$ cat src/rtl/cp_pkg.sv
// Shared types and constants for the command-processor FIFO fetch block.
package cp_pkg;

    typedef enum logic [1:0] {
        IDLE = 2'd0,
        ADDR = 2'd1,
        DATA = 2'd2,
        ERR  = 2'd3
    } cp_state_e;

    localparam int unsigned CP_BLOCK_BYTES    = 32;
    localparam logic [1:0]  CP_AXI_BURST_INCR = 2'b01;
    localparam logic [2:0]  CP_AXI_SIZE_16B   = 3'b100;
    localparam logic [3:0]  CP_AXI_LEN_2BEAT  = 4'd1;
    localparam logic [1:0]  CP_AXI_RESP_OKAY  = 2'b00;

    function automatic logic [31:0] cp_block_align(input logic [31:0] addr);
        return addr & ~32'(CP_BLOCK_BYTES - 1);
    endfunction

    // The block at fifo_end is the last one fetched before wrapping to base.
    function automatic logic [31:0] cp_next_rptr(input logic [31:0] rptr,
                                                 input logic [31:0] base,
                                                 input logic [31:0] fend);
        return (rptr == fend) ? base : rptr + 32'(CP_BLOCK_BYTES);
    endfunction

endpackage

$ cat src/rtl/cp_beat_fifo.sv
// Synchronous beat buffer with flush; a write at full succeeds when a read
// happens in the same cycle.
module cp_beat_fifo
    import cp_pkg::*;
#(
    parameter int unsigned DEPTH = 4,
    parameter int unsigned WIDTH = 128,
    localparam int unsigned AW   = $clog2(DEPTH)
) (
    input  logic             clk,
    input  logic             rst_n,
    input  logic             flush_i,
    input  logic             wr_en_i,
    input  logic [WIDTH-1:0] wr_data_i,
    input  logic             rd_en_i,
    output logic [WIDTH-1:0] rd_data_o,
    output logic             full_o,
    output logic             empty_o,
    output logic [AW:0]      count_o
);

    logic [WIDTH-1:0] mem_q [DEPTH];
    logic [AW-1:0]    wr_ptr_q;
    logic [AW-1:0]    rd_ptr_q;
    logic [AW:0]      count_q;
    logic             do_wr;
    logic             do_rd;

    assign empty_o   = (count_q == '0);
    assign full_o    = (count_q == (AW+1)'(DEPTH));
    assign count_o   = count_q;
    assign rd_data_o = mem_q[rd_ptr_q];
    assign do_rd     = rd_en_i && !empty_o;
    assign do_wr     = wr_en_i && (!full_o || do_rd);

    always_ff @(posedge clk or negedge rst_n) begin
        if (!rst_n) begin
            wr_ptr_q <= '0;
            rd_ptr_q <= '0;
            count_q  <= '0;
        end else if (flush_i) begin
            wr_ptr_q <= '0;
            rd_ptr_q <= '0;
            count_q  <= '0;
        end else begin
            if (do_wr) wr_ptr_q <= wr_ptr_q + AW'(1);
            if (do_rd) rd_ptr_q <= rd_ptr_q + AW'(1);
            case ({do_wr, do_rd})
                2'b10:   count_q <= count_q + (AW+1)'(1);
                2'b01:   count_q <= count_q - (AW+1)'(1);
                default: count_q <= count_q;
            endcase
        end
    end

    always_ff @(posedge clk) begin
        if (do_wr) mem_q[wr_ptr_q] <= wr_data_i;
    end

endmodule

$ cat src/rtl/cp_fifo_fetch.sv
// Fetches 32-byte blocks of the GX command FIFO over AXI and streams them out
// as 32-bit words. Breakpoint support is built when CP_FIFO_BREAKPOINT_EN is defined.
module cp_fifo_fetch
    import cp_pkg::*;
#(
    parameter int unsigned BUF_BEATS = 4
) (
    input  logic         clk,
    input  logic         resetn,
    input  logic         enable,
    input  logic [31:0]  fifo_base,
    input  logic [31:0]  fifo_end,
    input  logic [31:0]  fifo_wptr,
    input  logic         rptr_load,
    input  logic [31:0]  rptr_load_value,
    output logic [31:0]  rptr,
    output logic         fifo_empty,
    output logic [31:0]  araddrm_a,
    output logic [1:0]   arburstm_a,
    output logic [3:0]   arlenm_a,
    output logic [2:0]   arsizem_a,
    output logic         arvalidm_a,
    input  logic         arreadym_a,
    input  logic [127:0] rdatam_a,
    input  logic [1:0]   rrespm_a,
    input  logic         rlastm_a,
    input  logic         rvalidm_a,
    output logic         rreadym_a,
    output logic [31:0]  cmd_data,
    output logic         cmd_valid,
    input  logic         cmd_ready,
    output logic         bus_err,
    input  logic         bp_en,
    input  logic [31:0]  bp_addr,
    output logic         bp_hit
);

    localparam int unsigned CW = $clog2(BUF_BEATS) + 1;

    cp_state_e      state_q, state_d;
    logic [31:0]    rptr_q, rptr_d;
    logic           pend_q, pend_d;
    logic [31:0]    pend_val_q, pend_val_d;
    logic           bus_err_q, bus_err_d;
    logic           burst_err_q, burst_err_d;
    logic [1:0]     word_q, word_d;

    logic           buf_wr;
    logic           buf_rd;
    logic           buf_flush;
    logic           buf_full;
    logic           buf_empty;
    logic [CW-1:0]  buf_count;
    logic [CW-1:0]  buf_free;
    logic [127:0]   buf_head;
    logic           cmd_fire;
    logic           bad_resp;
    logic           bp_block;

    cp_beat_fifo #(
        .DEPTH (BUF_BEATS),
        .WIDTH (128)
    ) u_beat_fifo (
        .clk       (clk),
        .rst_n     (resetn),
        .flush_i   (buf_flush),
        .wr_en_i   (buf_wr),
        .wr_data_i (rdatam_a),
        .rd_en_i   (buf_rd),
        .rd_data_o (buf_head),
        .full_o    (buf_full),
        .empty_o   (buf_empty),
        .count_o   (buf_count)
    );

    assign rptr       = rptr_q;
    assign fifo_empty = (rptr_q == fifo_wptr);
    assign bus_err    = bus_err_q;
    assign araddrm_a  = cp_block_align(rptr_q);
    assign arburstm_a = CP_AXI_BURST_INCR;
    assign arlenm_a   = CP_AXI_LEN_2BEAT;
    assign arsizem_a  = CP_AXI_SIZE_16B;
    assign buf_free   = CW'(BUF_BEATS) - buf_count;
    assign bad_resp   = (rrespm_a != CP_AXI_RESP_OKAY);

    // Output side works purely from registered buffer state, never from cmd_ready.
    assign cmd_valid  = !buf_empty;
    assign cmd_data   = buf_empty ? 32'h0 : buf_head[{word_q, 5'b0} +: 32];
    assign cmd_fire   = cmd_valid && cmd_ready;
    assign buf_rd     = cmd_fire && (word_q == 2'd3);

`ifdef CP_FIFO_BREAKPOINT_EN
    logic bp_hit_q;

    assign bp_block = bp_hit_q || (bp_en && (rptr_q == bp_addr));

    always_ff @(posedge clk or negedge resetn) begin
        if (!resetn) begin
            bp_hit_q <= 1'b0;
        end else if (!bp_en) begin
            bp_hit_q <= 1'b0;
        end else if ((state_q == IDLE) && (rptr_q == bp_addr)) begin
            bp_hit_q <= 1'b1;
        end
    end

    assign bp_hit = bp_hit_q;
`else
    logic unused_bp;

    assign unused_bp = ^{bp_en, bp_addr};
    assign bp_block  = 1'b0;
    assign bp_hit    = 1'b0;
`endif

    always_comb begin
        state_d     = state_q;
        rptr_d      = rptr_q;
        pend_d      = pend_q;
        pend_val_d  = pend_val_q;
        bus_err_d   = bus_err_q;
        burst_err_d = burst_err_q;
        word_d      = cmd_fire ? word_q + 2'd1 : word_q;
        buf_wr      = 1'b0;
        buf_flush   = 1'b0;
        arvalidm_a  = 1'b0;
        rreadym_a   = 1'b0;

        case (state_q)
            IDLE: begin
                // A fresh load beats an older pending one; both flush stale words.
                if (rptr_load) begin
                    rptr_d    = cp_block_align(rptr_load_value);
                    pend_d    = 1'b0;
                    buf_flush = 1'b1;
                    word_d    = 2'd0;
                end else if (pend_q) begin
                    rptr_d    = cp_block_align(pend_val_q);
                    pend_d    = 1'b0;
                    buf_flush = 1'b1;
                    word_d    = 2'd0;
                end else if (enable && !fifo_empty && !buf_full &&
                             (buf_free >= CW'(2)) && !bp_block && !bus_err_q) begin
                    state_d = ADDR;
                end
            end
            ADDR: begin
                arvalidm_a = 1'b1;
                if (arreadym_a) state_d = DATA;
            end
            DATA: begin
                rreadym_a = 1'b1;
                if (rvalidm_a) begin
                    if (bad_resp) begin
                        bus_err_d   = 1'b1;
                        burst_err_d = 1'b1;
                    end else if (!burst_err_q) begin
                        buf_wr = 1'b1;
                    end
                    if (rlastm_a) begin
                        burst_err_d = 1'b0;
                        if (burst_err_q || bad_resp) begin
                            state_d = ERR;
                        end else begin
                            rptr_d  = cp_next_rptr(rptr_q, fifo_base, fifo_end);
                            state_d = IDLE;
                        end
                    end
                end
            end
            ERR: begin
                if (!enable) begin
                    bus_err_d = 1'b0;
                    state_d   = IDLE;
                end
            end
            default: state_d = IDLE;
        endcase

        if ((state_q != IDLE) && rptr_load) begin
            pend_d     = 1'b1;
            pend_val_d = rptr_load_value;
        end
    end

    always_ff @(posedge clk or negedge resetn) begin
        if (!resetn) begin
            state_q     <= IDLE;
            rptr_q      <= 32'h0;
            pend_q      <= 1'b0;
            bus_err_q   <= 1'b0;
            burst_err_q <= 1'b0;
            word_q      <= 2'd0;
        end else begin
            state_q     <= state_d;
            rptr_q      <= rptr_d;
            pend_q      <= pend_d;
            bus_err_q   <= bus_err_d;
            burst_err_q <= burst_err_d;
            word_q      <= word_d;
        end
    end

    always_ff @(posedge clk) begin
        pend_val_q <= pend_val_d;
    end

endmodule

$ cat config.mk
export PLATFORM = sky130hd
export DESIGN_NAME = cp_fifo_fetch
export DESIGN_NICKNAME = d
export VERILOG_FILES = /design/src/rtl/cp_pkg.sv /design/src/rtl/cp_beat_fifo.sv /design/src/rtl/cp_fifo_fetch.sv
export SDC_FILE = /design/constraint.sdc
export NUM_CORES = 1
export LEC_CHECK = 0
export ABC_CLOCK_PERIOD_IN_PS = 7390
export CELL_PAD_IN_SITES_DETAIL_PLACEMENT = 0
export CELL_PAD_IN_SITES_GLOBAL_PLACEMENT = 1
export CORE_MARGIN = 2
export CORE_UTILIZATION = 30
export CTS_CLUSTER_SIZE = 10
export DETAILED_ROUTE_END_ITERATION = 16
export HOLD_SLACK_MARGIN = 0.15
export PLACE_DENSITY_LB_ADDON = 0.1
export REMOVE_ABC_BUFFERS = 1
export SLEW_MARGIN = 15
export SYNTH_ARGS = -nofsm -noshare
export SYNTH_HDL_FRONTEND = slang
export SYNTH_HIERARCHICAL = 1
export SYNTH_SLANG_ARGS = --single-unit
$ cat constraint.sdc
create_clock -name clk -period 7.39 [get_ports clk]
set_input_delay 1.478 -clock clk [delete_from_list [all_inputs] [get_ports clk]]
set_output_delay 1.478 -clock clk [all_outputs]
set_load 0.02 [all_outputs]
==> summary.md, run 1 <==
| Metric | Value |
|---|---|
| Status | `complete, no violations` |
| Core box area | `83,290 um2` |
| Clock tree sinks | `585` |
| Vias in the first global route | `14,778` |
| Utilization after layout | `38.07%` |
| Detailed placement HPWL | `43.27 mm` |
| Setup TNS | `0 ns` |
| Layout Skew | `0.03026 ns` |
| Mean routed wirelength per cell | `24.65 um` |
| Register bit total from synthesis | `585` |
| Die Span X | `293.3 um` |
| Crit Path Max Fanout | `63` |
| Final Hold Violating Endpoints | `0` |
| Starting Density | `30.15%` |
| Post-synthesis cell type count | `64` |
| CP Data Arrival Time | `3.97 ns` |
| FFs w/ async S/R, synth | `7.863%` |
| Relative slew slack | `23.10%` |
| RD Place Congestion | `0.7591` |
| Critical setup path kind | `reg -> out` |
| Worst Setup End Kind | `output pin` |
| Die area | `86,020 um2` |
| CTS max path bufs | `3` |
| Number of synthesized flops with an enable pin | `539` |
| Iteration-0 DRC Markers | `671` |
| Cell Rows | `106` |
| Largest net degree at the start of global routing | `65` |
| First-pass GRT wire length | `101.4 mm` |
| Buffers on Ports | `356` |
| CTS tree | `yes` |
| # hold bufs at CTS | `0` |
| Least-Margin Pin Slew | `1.153 ns` |
| Worst-Skew Late Latency | `0.60 ns` |
| RSZ-0062 raised after global routing | `no` |
| Drt via density | `4.864` |
| Remaining DRCs | `0` |
| Post-Route WL | `69.50 mm` |
| Router iterations before antenna repair | `5` |
| Lkg Pwr | `10.09 nW` |
| Ys flop type | `edfxtp_1` |
| Fill count | `7,789` |
| Nets | `2,006` |
| Fin crit period | `5.446 ns` |
| Root Buffer Master | `clkbuf_16` |
| Postcts setup bufs | `0` |
| Gr ovfl total | `0` |
| Tot GR Track Use | `16.17%` |
| Final period util | `73.70%` |
| Commonest cells after routing, fill and taps aside | `edfxtp_1, clkdlybuf4s50_1, mux4_2` |
| H-tree Lvls | `3` |
| Vias post-DR | `13,716` |
| Initial antenna violation count | `22` |
| Post-synth design cell area | `25,110 um2` |
| Post-Syn Instances | `1,364` |
| ANT nets after route | `0` |
| Final setup viols | `0` |
| Die height | `293.3 um` |
| Fmax | `183.6 MHz` |
| Sequential share of the synthesized area | `69.05%` |
| PD cells | `287.7 nW/um2` |
| Max VDD drop | `0.0001444 V` |
| Worst setup SP type | `flop` |
| Post-CTS Resized | `0` |
| Worst EP required | `5.91 ns` |
| Number of max-cap violations | `0` |
| Syn Area/Cell | `18.41 um2` |
| Total CTS buffers | `73` |
| Final Max Tran Viols | `0` |
| Clock-pin slew of the registers on the worst-case setup and hold paths | `0.06 ns` |
| Layout cells sized above 1 | `17.79%` |
| Num ports | `410` |
| Worst hold path type | `reg -> reg` |
| Commonest non-fill, non-tap cell in the layout | `edfxtp_1` |
| Warnings, synthesis | `6` |
| Area growth syn-to-layout | `26.30%` |
-- synthesized netlist by cell type (all sizes together) (26+ instances only) --
cell type	n	area [um2]
clkbuf	34	128.9
and2	40	250.2
edfxtp	539	16190
nand2	33	126.4
xnor2	37	384.1
dfrtp	46	1151
o21ai	30	150.1
nand4	26	175.2
mux4	160	3603
buf	102	762.0
mux2i	37	370.4
xor2	37	324.1
nor2	50	187.7
-- report_power, final --
part | total, W | switching, W | internal [W]
sequential | 0.00414 | 0.000367 | 0.00377
clock | 0.00328 | 0.00134 | 0.00194
combinational | 0.00170 | 0.000910 | 0.000794
-- through the flow --
stage	power (W)	setup slack (ns)	instance area [um2]	cells	hold slack, ns
floorplan	0.004941	-0.3967	24270	1241	0.4898
global placement	0.005929	1.843	29520	2703	0.5247
detailed placement	0.005945	1.890	29520	2703	0.5389
CTS	0.009292	1.763	31700	2817	0.5527
global route	0.009551	1.694	31700	2817	0.6123
finish	0.009122	1.944	31710	2820	0.5413
-- final timing paths --
path | start | to | slack, ns | depth (start not counted)
hold reg to reg | pend_q | pend_q | 0.54 | 2
hold / removal | pend_q | pend_q | 0.54 | 2
setup / recovery | u_beat_fifo/rd_ptr_q[1] | cmd_data[11] | 1.94 | 5
min in group asynchronous | resetn | state_q[0] | 1.00 | 2
max in group asynchronous | resetn | word_q[0] | 5.77 | 2
setup reg to reg | word_q[0] | u_beat_fifo/mem_q[2][42] | 3.30 | 6
-- registers in the layout, indices dropped and copies added, names as in the netlist --
signal,flops
burst_err_q,1
bus_err,1
pend_q,1
pend_val_q,27
rptr,32
state_q,2
u_beat_fifo/count_o,3
u_beat_fifo/mem_q,512
u_beat_fifo/rd_ptr_q,2
u_beat_fifo/wr_ptr_q,2
word_q,2
-- area by class of cell --
| cell class | instances | area [um2] | share of cell area [%] |
|---|---|---|---|
| multi-input cells | 634 | 6859 | 21.63 |
| clock inverters | 19 | 256.5 | 0.8089 |
| clock buffers | 95 | 1931 | 6.088 |
| flip-flops and latches | 585 | 17350 | 54.71 |
| repair buffers | 382 | 3874 | 12.22 |
| diodes | 3 | 7.507 | 0.02367 |
| inverters | 22 | 82.58 | 0.2604 |
| well taps | 1080 | 1351 | 4.261 |
-- cell families after synthesis --
logic type                 Yosys count  synth area share, %
AOI/OAI and AO/OA                  112                2.960
buffers and inverters              158                3.877
other                                2              0.02991
and+or+nand+nor                    223                4.779
xor gates and xnor gates            74                2.821
muxes                              201                16.01
adders and majority gates            9               0.4784
DFF                                585                69.05
-- worst max-delay path, cell delays in order, from the launching register on --
cell,delay [ns]
dfrtp_4,1.05
buf_4,0.50
mux4_2,0.37
mux4_2,0.48
and2_1,0.22
clkdlybuf4s50_1,0.56
-- layer usage --
layer | GRT usage (%) | wire length, um
met5 | 0 | 250
met4 | 4.667 | 1466
met3 | 4.750 | 4752
met2 | 28.23 | 34900
met1 | 19.35 | 28140
No activity file was read; power rests on OpenSTA's default activity.
==> run 2: changes to the inputs <==
--- a/config.mk
+++ b/config.mk
@@ -5,7 +5,7 @@
 export SDC_FILE = /design/constraint.sdc
 export NUM_CORES = 1
 export LEC_CHECK = 0
-export ABC_CLOCK_PERIOD_IN_PS = 7390
+export ABC_CLOCK_PERIOD_IN_PS = 5610
 export CELL_PAD_IN_SITES_DETAIL_PLACEMENT = 0
 export CELL_PAD_IN_SITES_GLOBAL_PLACEMENT = 1
 export CORE_MARGIN = 2
==> constraint.sdc (replaced) <==
create_clock -name clk -period 5.61 [get_ports clk]
set_input_delay 1.122 -clock clk [delete_from_list [all_inputs] [get_ports clk]]
set_output_delay 1.122 -clock clk [all_outputs]
set_load 0.02 [all_outputs]
==> run 2 against run 1 <==
Clock skew fell by 0.0041 ns. Die area did not move. Final cell count rose by 0.21%. Via count rose by 0.40%. Critical path depth rose by 1. Hold slack got worse by 0.076 ns. Sequential share of layout area barely moved. Sequential power rose by 32%. Wire length barely moved. Clock power rose by 28%.
==> summary.md, run 2 (synthesis gave the netlist of run 1 again) <==
| Metric | Value |
|---|---|
| Buffers on Ports | `356 (unchanged)` |
| RD Place Congestion | `0.7542 (-0.65%)` |
| Fin cells | `2,826 (+0.21%)` |
| Fill count | `7,749 (-0.51%)` |
| Layout Skew | `0.02612 ns (-0.004134 ns)` |
| Final standard cell area without fillers | `31,700 um2 (about the same)` |
| ANT nets after route | `0 (unchanged)` |
| Crit path top cell by count | `clkdlybuf4s50_1` |
| Number of max-cap violations | `0 (unchanged)` |
| Worst hold path type | `in -> async` |
| Reg area | `17,350 um2 (unchanged)` |
| Worst Setup End Kind | `output pin` |
| Clock-pin slew of the registers on the worst-case setup and hold paths | `0.06 ns (about the same)` |
| Worst-Skew Late Latency | `0.61 ns (about the same)` |
| Vias in the first global route | `14,485 (-2.0%)` |
| Die Span X | `293.3 um (unchanged)` |
| Crit path buffers/inverters | `2 (unchanged)` |
| Commonest cells after routing, fill and taps aside | `edfxtp_1, clkdlybuf4s50_1, mux4_2` |
| Crit Path Max Fanout | `2 (-97%)` |
| Setup TNS | `0 ns (unchanged)` |
| Area growth syn-to-layout | `26.24% (about the same)` |
| Relative slew slack | `26.99% (+3.9 points)` |
| Top reg by flops | `u_beat_fifo/mem_q` |
| Top Family by Delay on Critical Path | `simple AND/OR/NAND/NOR gates` |
| CTS tree | `yes` |
| Final Max Tran Viols | `0 (unchanged)` |
| Largest register FFs | `512 (unchanged)` |
| Initial antenna violation count | `17 (-23%)` |
| Detailed placement HPWL | `43.60 mm (+0.75%)` |
| Die area | `86,020 um2 (unchanged)` |
| Cell Rows | `106 (unchanged)` |
| Worst path max stage delay | `0.68 ns (-0.37 ns)` |
| Nets | `2,013 (+0.35%)` |
| # hold bufs at CTS | `0 (unchanged)` |
| CP Cell Sequence | `clkdlybuf4s50_1 -> xor2_1 -> nor4_1 -> nand4_1 -> nor2_1 -> clkdlybuf4s50_1` |
| Top Metal Used | `met5` |
| Final setup viols | `0 (unchanged)` |
| CP Data Arrival Time | `3.60 ns (-0.37 ns)` |
| Post-CTS Resized | `0 (unchanged)` |
| Least-Margin Pin Slew | `1.094 ns (-0.05996 ns)` |
| Vias post-DR | `13,771 (+0.40%)` |
| Worst EP required | `4.49 ns (-1.42 ns)` |
| CP max-delay cell | `clkdlybuf4s50_1` |
| Largest net degree at the start of global routing | `84 (+29%)` |
| Postcts setup bufs | `0 (unchanged)` |
| Wl on met1 | `28.72 mm (+2.1%)` |
| Starting Density | `30.15% (unchanged)` |
| Remaining DRCs | `0 (unchanged)` |
| Hold WS | `0.4651 ns (-0.07618 ns)` |
| PD cells | `375.5 nW/um2 (+31%)` |
| CTS max path bufs | `3 (unchanged)` |
| RSZ-0062 raised after global routing | `no` |
| Total power | `0.01190 W (+30%)` |
| Reg2reg path depth | `6 (unchanged)` |
| Max VDD drop | `0.0001986 V (+38%)` |
| Post-DP Area | `29,610 um2 (+0.31%)` |
| H-tree Lvls | `3 (unchanged)` |
| Core box area | `83,290 um2 (unchanged)` |
| Total CTS buffers | `71 (-2.7%)` |
| Mean routed wirelength per cell | `24.59 um (-0.23%)` |
| Status | `complete, no violations` |
| First-pass GRT wire length | `100.2 mm (-1.3%)` |
| Num ports | `410 (unchanged)` |
| Layout cells sized above 1 | `18.08% (+0.29 points)` |
| Die height | `293.3 um (unchanged)` |
| Fmax | `211.8 MHz` |
| Multi-input logic area | `6859 um2 (unchanged)` |
| Fin crit period | `4.721 ns` |
| Root Buffer Master | `clkbuf_16` |
| Clock tree sinks | `585 (unchanged)` |
| Router iterations before antenna repair | `5 (unchanged)` |
| Critical setup path kind | `in -> out` |
| Placed Cells | `2,712 (+0.33%)` |
| Met3 wire length | `4.598 mm (-3.2%)` |
| Gr ovfl total | `0 (unchanged)` |
| Drt via density | `4.873 (+0.19%)` |
| Final period util | `84.16%` |
| Cell count along the critical path | `6 (+1)` |
| Post-Route WL | `69.49 mm (about the same)` |
| Routed wl met2 | `34.94 mm (+0.13%)` |
| Commonest non-fill, non-tap cell in the layout | `edfxtp_1` |
| Final Hold Violating Endpoints | `0 (unchanged)` |
| Tot GR Track Use | `16.06% (-0.11 points)` |
| Worst setup SP type | `primary input` |
| Lkg Pwr | `10.10 nW (+0.11%)` |
| Iteration-0 DRC Markers | `790 (+18%)` |
-- run 2: cell count changes in the layout (fill, tap and decap cells not counted), sizes merged --
| cell | previous run | this run |
|---|---|---|
| bufinv | 3 | 1 |
| clkbuf | 95 | 98 |
| clkinv | 13 | 8 |
| inv | 24 | 25 |
| buf | 28 | 37 |
| clkinvlp | 1 | 0 |
| diode | 3 | 4 |
-- run 2: final timing paths --
path | slack (ns) | end | startpoint
setup / recovery | 0.89 | fifo_empty | fifo_wptr[14]
hold / removal | 0.47 | rptr[27] | resetn
setup reg to reg | 1.79 | u_beat_fifo/mem_q[3][96] | word_q[0]
hold reg to reg | 0.56 | pend_q | pend_q
max in group asynchronous | 4.27 | u_beat_fifo/rd_ptr_q[0] | resetn
min in group clk | 0.56 | pend_q | pend_q
-- run 2: routing by layer --
metal | up-vias | GRT usage [%]
li1 | 6102 | -
met3 | 98 | 4.259
met4 | 24 | 3.920
met5 | - | 0
met2 | 443 | 27.82
met1 | 7104 | 19.98
-- run 2: cell type report --
cell class / count / share of cell area [%]
inverter: 22 / 0.2605
timing repair buffer: 391 / 12.51
clock buffer: 98 / 6.122
tap: 1080 / 4.263
multi-input combinational: 634 / 21.64
sequential: 585 / 54.73
clock inverter: 12 / 0.4342
antenna: 4 / 0.03158
-- run 2: power breakdown --
group	switching, W	internal (W)	total [W]
combinational	0.00121	0.00105	0.00226
clock	0.00174	0.00245	0.00419
sequential	0.000478	0.00497	0.00545
total	0.00343	0.00847	0.0119
-- run 2: per-stage QoR --
| stage | setup slack (ns) | util, % |
|---|---|---|
| detailed placement | 0.7652 | 35.55 |
| CTS | 0.7501 | 38.04 |
| global placement | 0.7797 | 35.55 |
| finish | 0.8886 | 38.06 |
| floorplan | -1.821 | - |
| global route | 0.7852 | 38.04 |
